==> src/rtl/psum_accumulator.sv <==
`default_nettype none
// ============================================================================
//  Module      : psum_accumulator
//  Description : Two-stage saturating partial-sum accumulator with an
//                addressable buffer and a valid/ready result port.
//  Revision    : 1.0 - initial release
// ============================================================================
module psum_accumulator #(
    parameter int IN_WIDTH   = 32,
    parameter int ACC_WIDTH  = 32,
    parameter int DEPTH      = 16,
    parameter int ADDR_WIDTH = 4
) (
    input  logic                  clk,
    input  logic                  reset,
    input  logic                  in_valid,
    output logic                  in_ready,
    input  logic [ADDR_WIDTH-1:0] in_addr,
    input  logic [IN_WIDTH-1:0]   in_data,
    input  logic                  in_first,
    input  logic                  in_last,
    output logic                  out_valid,
    input  logic                  out_ready,
    output logic [ADDR_WIDTH-1:0] out_addr,
    output logic [ACC_WIDTH-1:0]  out_data,
    output logic                  out_sat
);

    localparam logic [ACC_WIDTH-1:0] c_sat_max = {1'b0, {(ACC_WIDTH-1){1'b1}}};
    localparam logic [ACC_WIDTH-1:0] c_sat_min = {1'b1, {(ACC_WIDTH-1){1'b0}}};
    localparam int                   c_ext_w   = ACC_WIDTH + 1 - IN_WIDTH;

    logic [ACC_WIDTH-1:0]  psum_mem_q [DEPTH];
    logic                  sat_mem_q  [DEPTH];

    logic                  s1_valid_q, s1_valid_d;
    logic [ADDR_WIDTH-1:0] s1_addr_q,  s1_addr_d;
    logic [IN_WIDTH-1:0]   s1_data_q,  s1_data_d;
    logic                  s1_first_q, s1_first_d;
    logic                  s1_last_q,  s1_last_d;
    logic [ACC_WIDTH-1:0]  s1_rdata_q, s1_rdata_d;
    logic                  s1_rsat_q,  s1_rsat_d;

    logic                  fwd_valid_q, fwd_valid_d;
    logic [ADDR_WIDTH-1:0] fwd_addr_q,  fwd_addr_d;
    logic [ACC_WIDTH-1:0]  fwd_sum_q,   fwd_sum_d;
    logic                  fwd_sat_q,   fwd_sat_d;

    logic                  out_valid_q, out_valid_d;
    logic [ADDR_WIDTH-1:0] out_addr_q,  out_addr_d;
    logic [ACC_WIDTH-1:0]  out_data_q,  out_data_d;
    logic                  out_sat_q,   out_sat_d;

    logic                  adv;
    logic                  retire;
    logic                  mem_we;
    logic [ACC_WIDTH-1:0]  operand;
    logic                  op_sat;
    logic [ACC_WIDTH:0]    sum_wide;
    logic [ACC_WIDTH-1:0]  sum;
    logic                  sat_bit;
    logic                  sticky;

    always_comb begin
        adv    = !(out_valid_q && !out_ready);
        retire = adv && s1_valid_q;
        mem_we = retire && !reset;

        s1_valid_d = s1_valid_q;
        s1_addr_d  = s1_addr_q;
        s1_data_d  = s1_data_q;
        s1_first_d = s1_first_q;
        s1_last_d  = s1_last_q;
        s1_rdata_d = s1_rdata_q;
        s1_rsat_d  = s1_rsat_q;
        if (adv) begin
            s1_valid_d = in_valid;
            s1_addr_d  = in_addr;
            s1_data_d  = in_data;
            s1_first_d = in_first;
            s1_last_d  = in_last;
            s1_rdata_d = psum_mem_q[in_addr];
            s1_rsat_d  = sat_mem_q[in_addr];
        end

        // The buffer read for this item raced the write of the item retired
        // on the same edge; the fwd_* copy of that write supersedes it.
        if (s1_first_q) begin
            operand = '0;
            op_sat  = 1'b0;
        end else if (fwd_valid_q && (fwd_addr_q == s1_addr_q)) begin
            operand = fwd_sum_q;
            op_sat  = fwd_sat_q;
        end else begin
            operand = s1_rdata_q;
            op_sat  = s1_rsat_q;
        end

        sum_wide = {operand[ACC_WIDTH-1], operand}
                 + {{c_ext_w{s1_data_q[IN_WIDTH-1]}}, s1_data_q};
        if (sum_wide[ACC_WIDTH] != sum_wide[ACC_WIDTH-1]) begin
            sat_bit = 1'b1;
            sum     = sum_wide[ACC_WIDTH] ? c_sat_min : c_sat_max;
        end else begin
            sat_bit = 1'b0;
            sum     = sum_wide[ACC_WIDTH-1:0];
        end
        sticky = s1_first_q ? sat_bit : (op_sat | sat_bit);

        fwd_valid_d = fwd_valid_q;
        fwd_addr_d  = fwd_addr_q;
        fwd_sum_d   = fwd_sum_q;
        fwd_sat_d   = fwd_sat_q;
        if (adv) begin
            fwd_valid_d = s1_valid_q;
            fwd_addr_d  = s1_addr_q;
            fwd_sum_d   = sum;
            fwd_sat_d   = sticky;
        end

        out_valid_d = out_valid_q;
        out_addr_d  = out_addr_q;
        out_data_d  = out_data_q;
        out_sat_d   = out_sat_q;
        if (adv) begin
            out_valid_d = s1_valid_q && s1_last_q;
            if (retire && s1_last_q) begin
                out_addr_d = s1_addr_q;
                out_data_d = sum;
                out_sat_d  = sticky;
            end
        end
    end

    always_ff @(posedge clk) begin
        if (mem_we) begin
            psum_mem_q[s1_addr_q] <= sum;
            sat_mem_q[s1_addr_q]  <= sticky;
        end
    end

    always_ff @(posedge clk) begin
        if (reset) begin
            s1_valid_q  <= 1'b0;
            s1_addr_q   <= '0;
            s1_data_q   <= '0;
            s1_first_q  <= 1'b0;
            s1_last_q   <= 1'b0;
            s1_rdata_q  <= '0;
            s1_rsat_q   <= 1'b0;
            fwd_valid_q <= 1'b0;
            fwd_addr_q  <= '0;
            fwd_sum_q   <= '0;
            fwd_sat_q   <= 1'b0;
            out_valid_q <= 1'b0;
            out_addr_q  <= '0;
            out_data_q  <= '0;
            out_sat_q   <= 1'b0;
        end else begin
            s1_valid_q  <= s1_valid_d;
            s1_addr_q   <= s1_addr_d;
            s1_data_q   <= s1_data_d;
            s1_first_q  <= s1_first_d;
            s1_last_q   <= s1_last_d;
            s1_rdata_q  <= s1_rdata_d;
            s1_rsat_q   <= s1_rsat_d;
            fwd_valid_q <= fwd_valid_d;
            fwd_addr_q  <= fwd_addr_d;
            fwd_sum_q   <= fwd_sum_d;
            fwd_sat_q   <= fwd_sat_d;
            out_valid_q <= out_valid_d;
            out_addr_q  <= out_addr_d;
            out_data_q  <= out_data_d;
            out_sat_q   <= out_sat_d;
        end
    end

    assign in_ready  = adv;
    assign out_valid = out_valid_q;
    assign out_addr  = out_addr_q;
    assign out_data  = out_data_q;
    assign out_sat   = out_sat_q;

endmodule
`default_nettype wire

==> config.mk <==
export PLATFORM = sky130hd
export DESIGN_NAME = psum_accumulator
export DESIGN_NICKNAME = d
export VERILOG_FILES = /design/src/rtl/psum_accumulator.sv
export SDC_FILE = /design/constraint.sdc
export NUM_CORES = 1
export LEC_CHECK = 0
export CAP_MARGIN = 10
export CORE_ASPECT_RATIO = 1.5
export CORE_MARGIN = 4
export CORE_UTILIZATION = 50
export CTS_CLUSTER_SIZE = 10
export DETAILED_ROUTE_END_ITERATION = 10
export GPL_ROUTABILITY_DRIVEN = 0
export PLACE_DENSITY_LB_ADDON = 0.2
export SYNTH_ARGS = -nofsm -noshare
export SYNTH_HDL_FRONTEND = slang
export SYNTH_SLANG_ARGS = --single-unit
==> constraint.sdc <==
create_clock -name clk -period 5.25 [get_ports clk]
set_input_delay 0.525 -clock clk [delete_from_list [all_inputs] [get_ports clk]]
set_output_delay 0.525 -clock clk [all_outputs]
set_load 0.01 [all_outputs]
# --- After elaboration in Yosys (flattened, before gate mapping) ---
# Memories as Yosys holds them, arrays and structs flattened. A register that Yosys moved wholly into a read port is not among the register bits.
# Cells that the tools add are included.
word_totals:
  register_bits: 115
  mem_count: 2
  wordCells: 42
  mem_bits_rw: 528
  output_inout_bits: 39
  input_bits: 42
memory_table:
  columns: ["name", "words", "width", "rd", "rd_ports_with_merged_regs", "wr", "line_no", "rtl"]
  rows:
  - ["psum_mem_q", 16, 32, 1, 1, 1, "33", "logic [ACC_WIDTH-1:0] psum_mem_q [DEPTH];"]
  - ["sat_mem_q", 16, 1, 1, 1, 1, "34", "logic sat_mem_q [DEPTH];"]
op_classes:
  n_bitwise: 2
  n_eq_ne: 2
  add_sub_neg: 1
  reduce_logical: 12
  n_mux: 10
op_table:
  columns: ["operator", "count"]
  rows:
  - ["$mux W32", 4]
  - ["$add A32 B32 Y33", 1]
  - ["$logic_and A1 B1 Y1", 6]
  - ["$mux W1", 6]
  - ["$logic_not A1 Y1", 5]
  - ["$eq A4 B4 Y1", 1]
  - ["$reduce_and A2 Y1", 1]
  - ["$ne A1 B1 Y1", 1]
  - ["$not A1 Y1", 1]
  - ["$or A1 B1 Y1", 1]

# --- Depth between registers and ports, before layout ---
logic_depth:
  word_depth: 9
  ltp_mapped: 18
  depth_no_buf: 17

# --- Worst setup path after synthesis ---
# OpenSTA, ideal clock, no wires.
synth_path:
  kind: "reg2reg"
  from: "register s1_addr_q[2]"
  to: "memory psum_mem_q[0][10] (data pin)"
  period_less_slack_ns: 4.406
  path_buffers: 3
  path_stages_with_launch: 18
  path_slack_ns: 0.844
  t_arrival_ns: 4.110
  setup_time_ns: 0.296
  cell_sequence: "dfxtp_1 > clkbuf_1 > xor2_1 > nor4_2 > clkbuf_1 > mux2i_1 > nor2_1 > ha_1 > and3_1 > and2_1 > a211oi_1 > o31ai_1 > a21oi_1 > a21oi_4 > a22o_4 > buf_6 > a21oi_2 > inv_1"
synth_between:
  elab_chain_cells: 7
synth_rtl:
  columns: ["element", "line_no", "rtl"]
  rows:
  - ["start: declaration", "37", "logic [ADDR_WIDTH-1:0] s1_addr_q, s1_addr_d;"]
  - ["start signal: assignment", "161", "s1_addr_q <= s1_addr_d;"]
  - ["$eq A4 B4 Y1 (*)", "91", "end else if (fwd_valid_q && (fwd_addr_q == s1_addr_q)) begin"]
  - ["$logic_and A1 B1 Y1 (*)", "91", null]
  - ["$mux W32 (*)", "91", null]
  - ["$mux W32 (*)", "88", "if (s1_first_q) begin"]
  - ["$add A32 B32 Y33 (*)", "100", "+ {{c_ext_w{s1_data_q[IN_WIDTH-1]}}, s1_data_q};"]
  - ["$mux W32 / $ne A1 B1 Y1 (equally long branches)", "103, 101", null]
  - ["$mux W32 (*)", "101", "if (sum_wide[ACC_WIDTH] != sum_wide[ACC_WIDTH-1]) begin"]
  - ["net sum[10]", "60", "logic [ACC_WIDTH-1:0] sum;"]
  - ["end: declaration", "33", null]
# The timed path passes the listed nets; every way through them passes the cells marked *.

# --- Worst setup path in the final report ---
layout_path:
  from: "register s1_addr_q[2]"
  to: "memory psum_mem_q[15][29] (data pin)"
# Same word-level chain as after synthesis.

==> results.md <==
- Slew @ Worst Pin: between 1000 and 1500 ps
- CTS tree: yes
- Antenna violations before repair: 0
- Remaining antenna violation count: 0
- Register area: ~19,000 sq um
- DRC: 0
- Worst min-delay path class: in -> reg
- Cells after synthesis: 1,741
- EDFF count, synth: between 500 and 600
- Arr. time, crit path: 5340 ps
- Clk Latency, worst-skew pair: 610 ps
- Relative slew slack: 0.229
- Drt pass-1 iters: 5
- CP Launch Type: flip-flop
- Final setup violation count: 0
- I/O Buffers: 80
- Max-Cap Viols: 0
- FP Rows: 105
- Power Density: ~380 nW/um^2
- # clock sinks: approximately 680
- RSZ-0062 raised after global routing: yes
- Clk pin slew, worst setup/hold paths: 60 ps
- Max Slew Vio Count: 0
- Yosys reg bits: 676
- Die height: 297 um
- First-pass GRT wire length: between 90 and 100 mm
- Average wire per standard cell: between 20 and 30 um
- Area of the multi-input gates: 8520 sq um
- Avg Cell Area, Syn: 16.0 sq um
- Vias: 15,507
- Yosys warnings: 0
- VDD IR-drop max: 0.218 mV
- Clock Skews: 33.4 ps
- Worst setup path category: reg -> reg
- Type of destination of the critical path: flip-flop
- Clk root buf: clkbuf_16
- Setup_tns: 0 ps
- Post-Synthesis Cell Area: roughly 28,000 sq um
- Tmin final: 5000 ps
- Largest net degree at the start of global routing: 88
- Sequential area share after synthesis: 0.677
- Dominant synthesized flop cell: edfxtp_1
- Clock Path Buffers: 3
- Die Outline Area: 59,500 sq um
- Vias in the first global route: 16,019
- Final net count: 1,928
- Top post-synthesis cells by area: edfxtp_1 (57%), mux4_2 (13%), dfxtp_1 (11%), nand2_1 (2.6%), a211oi_2 (2.3%)
- Num CTS Buffers: 77
- DIE WIDTH: 200 um
- Hold Vio Cnt, Final: 0
- Final Power: 12.0 mW
- N_diodes: 0
- Fin crit share: 0.953
- Total GRT Usage: 0.219
- Asr flop ratio synth: 0
- Final WL: roughly 66 mm
- Core area: ~55,000 sq um
- Yosys top cell area share: 0.571
- Pleak: around 11 nW
- I/O Pins: 81
- Cell variety after synth: 54
- Mapped Nets: approximately 1,800
- Most common cell in the synthesized netlist: edfxtp_1
- Grt ovf: 0
- H-tree Lvls: 3
- Initial Util: 0.506
- Crit-path max FO: 28
- Iter 0 DRT Violations: ~1,400
- Yosys top cell by area: edfxtp_1
- Synth top cells by count: edfxtp_1 (528), nand2_1 (194), mux4_2 (165)
- Vias/cell: between 6 and 7
- Status: finished, final reports clean
- Achievable frequency: around 200 MHz
- Total of fill cells in the finished design: between 4,000 and 5,000
- Synth-to-Final Area Change: 14.8%
- # hold bufs at CTS: 0
- WP data required: between 5000 and 6000 ps
- Layout cells sized above 1: 0.240
- DPL Wire Length: 38.8 mm
==> power by group <==
| group | internal (mW) | switching (mW) | total, mW |
|---|---|---|---|
| clock | 2.71 | 2.00 | 4.71 |
| sequential | 6.09 | 0.0623 | 6.16 |
| combinational | 0.438 | 0.746 | 1.18 |
==> per-stage QoR <==
step / utilization / setup slack (ps) / cells / cell area [sq um] / hold slack [ps]
2_1_floorplan: - / 844 / 1741 / 27800 / 431
3_3_place_gp: 0.537 / 322 / 2451 / 29500 / 439
3_5_place_dp: 0.537 / 248 / 2451 / 29500 / 444
4_1_cts: 0.576 / 219 / 2554 / 31700 / 346
5_1_grt: 0.581 / -31.8 / 2572 / 31900 / 373
6_report: 0.581 / 246 / 2572 / 31900 / 357
==> critical path, cell delays in order, from the launching register on <==
cell,delay [ps]
dfxtp_1,460
xor2_1,160
nor4_4,330
buf_12,280
buf_4,230
mux2i_1,210
nor2_1,60
ha_1,360
and3_1,190
and2_1,190
a211oi_1,330
o31ai_1,130
a21oi_1,340
a21oi_4,150
a22o_4,370
buf_4,220
a21oi_2,340
clkinvlp_4,160
buf_4,200
==> worst paths after layout <==
check            startpoint            endpoint  slack (ps)  cells after the start
max            s1_addr_q[2]  psum_mem_q[15][29]         250                     18
min                   reset       s1_data_q[25]         360                      2
max reg2reg    s1_addr_q[2]  psum_mem_q[15][29]         250                     18
min reg2reg  s1_rdata_q[19]      s1_rdata_q[19]         450                      2
==> cells in the final DEF, fill, tap and decap left out, types with 4 or more instances in the layout <==
| cell type | n |
|---|---|
| a21o_1 | 8 |
| a211oi_1 | 18 |
| mux4_2 | 165 |
| o21ai_1 | 5 |
| a21oi_1 | 120 |
| nand2b_2 | 4 |
| nor2_4 | 12 |
| nor2_1 | 121 |
| nand4_1 | 4 |
| ha_1 | 32 |
| mux2i_1 | 34 |
| dfxtp_1 | 148 |
| buf_4 | 58 |
| clkdlybuf4s50_1 | 75 |
| a21oi_2 | 26 |
| nand2b_1 | 4 |
| a211oi_2 | 52 |
| xnor2_1 | 20 |
| and3_1 | 5 |
| buf_12 | 5 |
| clkbuf_1 | 19 |
| clkbuf_16 | 78 |
| clkinvlp_4 | 17 |
| o21a_1 | 6 |
| nand3_1 | 8 |
| edfxtp_1 | 528 |
| nand2_1 | 194 |
| xor2_1 | 11 |
| inv_1 | 22 |
| o21ai_0 | 13 |
| nor3_2 | 4 |
==> flip-flops by register name, summed over array words and instances (netlist names), 4 cells and up <==
signal	count
fwd_addr_q	4
fwd_sum_q	32
out_addr	4
out_data	32
psum_mem_q	512
s1_addr_q	4
s1_data_q	32
s1_rdata_q	32
sat_mem_q	16
==> layout make-up <==
type	count	share of cell area
multi-input cells	915	0.267
flip-flops and latches	676	0.590
well taps	695	0.0273
repair buffers	142	0.0414
clock buffers	97	0.0634
inverters	41	0.00698
clock inverters	6	0.00427
==> kinds of logic after synthesis <==
kind of cell | after synthesis | synth area share
and+or+nand+nor | 376 | 0.0552
DFF | 676 | 0.677
adders and majority gates | 33 | 0.0151
xor gates and xnor gates | 31 | 0.00977
buffers and inverters | 150 | 0.0221
AOI/OAI and AO/OA | 275 | 0.0739
muxes | 200 | 0.147
==> metal layers <==
metal / GRT usage / wire [um] / vias to the layer above
met5: 0 / 0 / -
met4: 0.0607 / 1520 / 0
met3: 0.0340 / 4200 / 101
met2: 0.384 / 34200 / 575
met1: 0.288 / 25800 / 7949
li1: - / - / 6882
==> timing repair <==
item | 4_1_cts | 5_1_grt
endpoints found under the setup margin | 0 | 448
endpoints found under the hold margin | 0 | 0
resized for setup | 0 | 25
setup buffers | 0 | 18
Note: power is estimated with default switching activity, not from simulation.
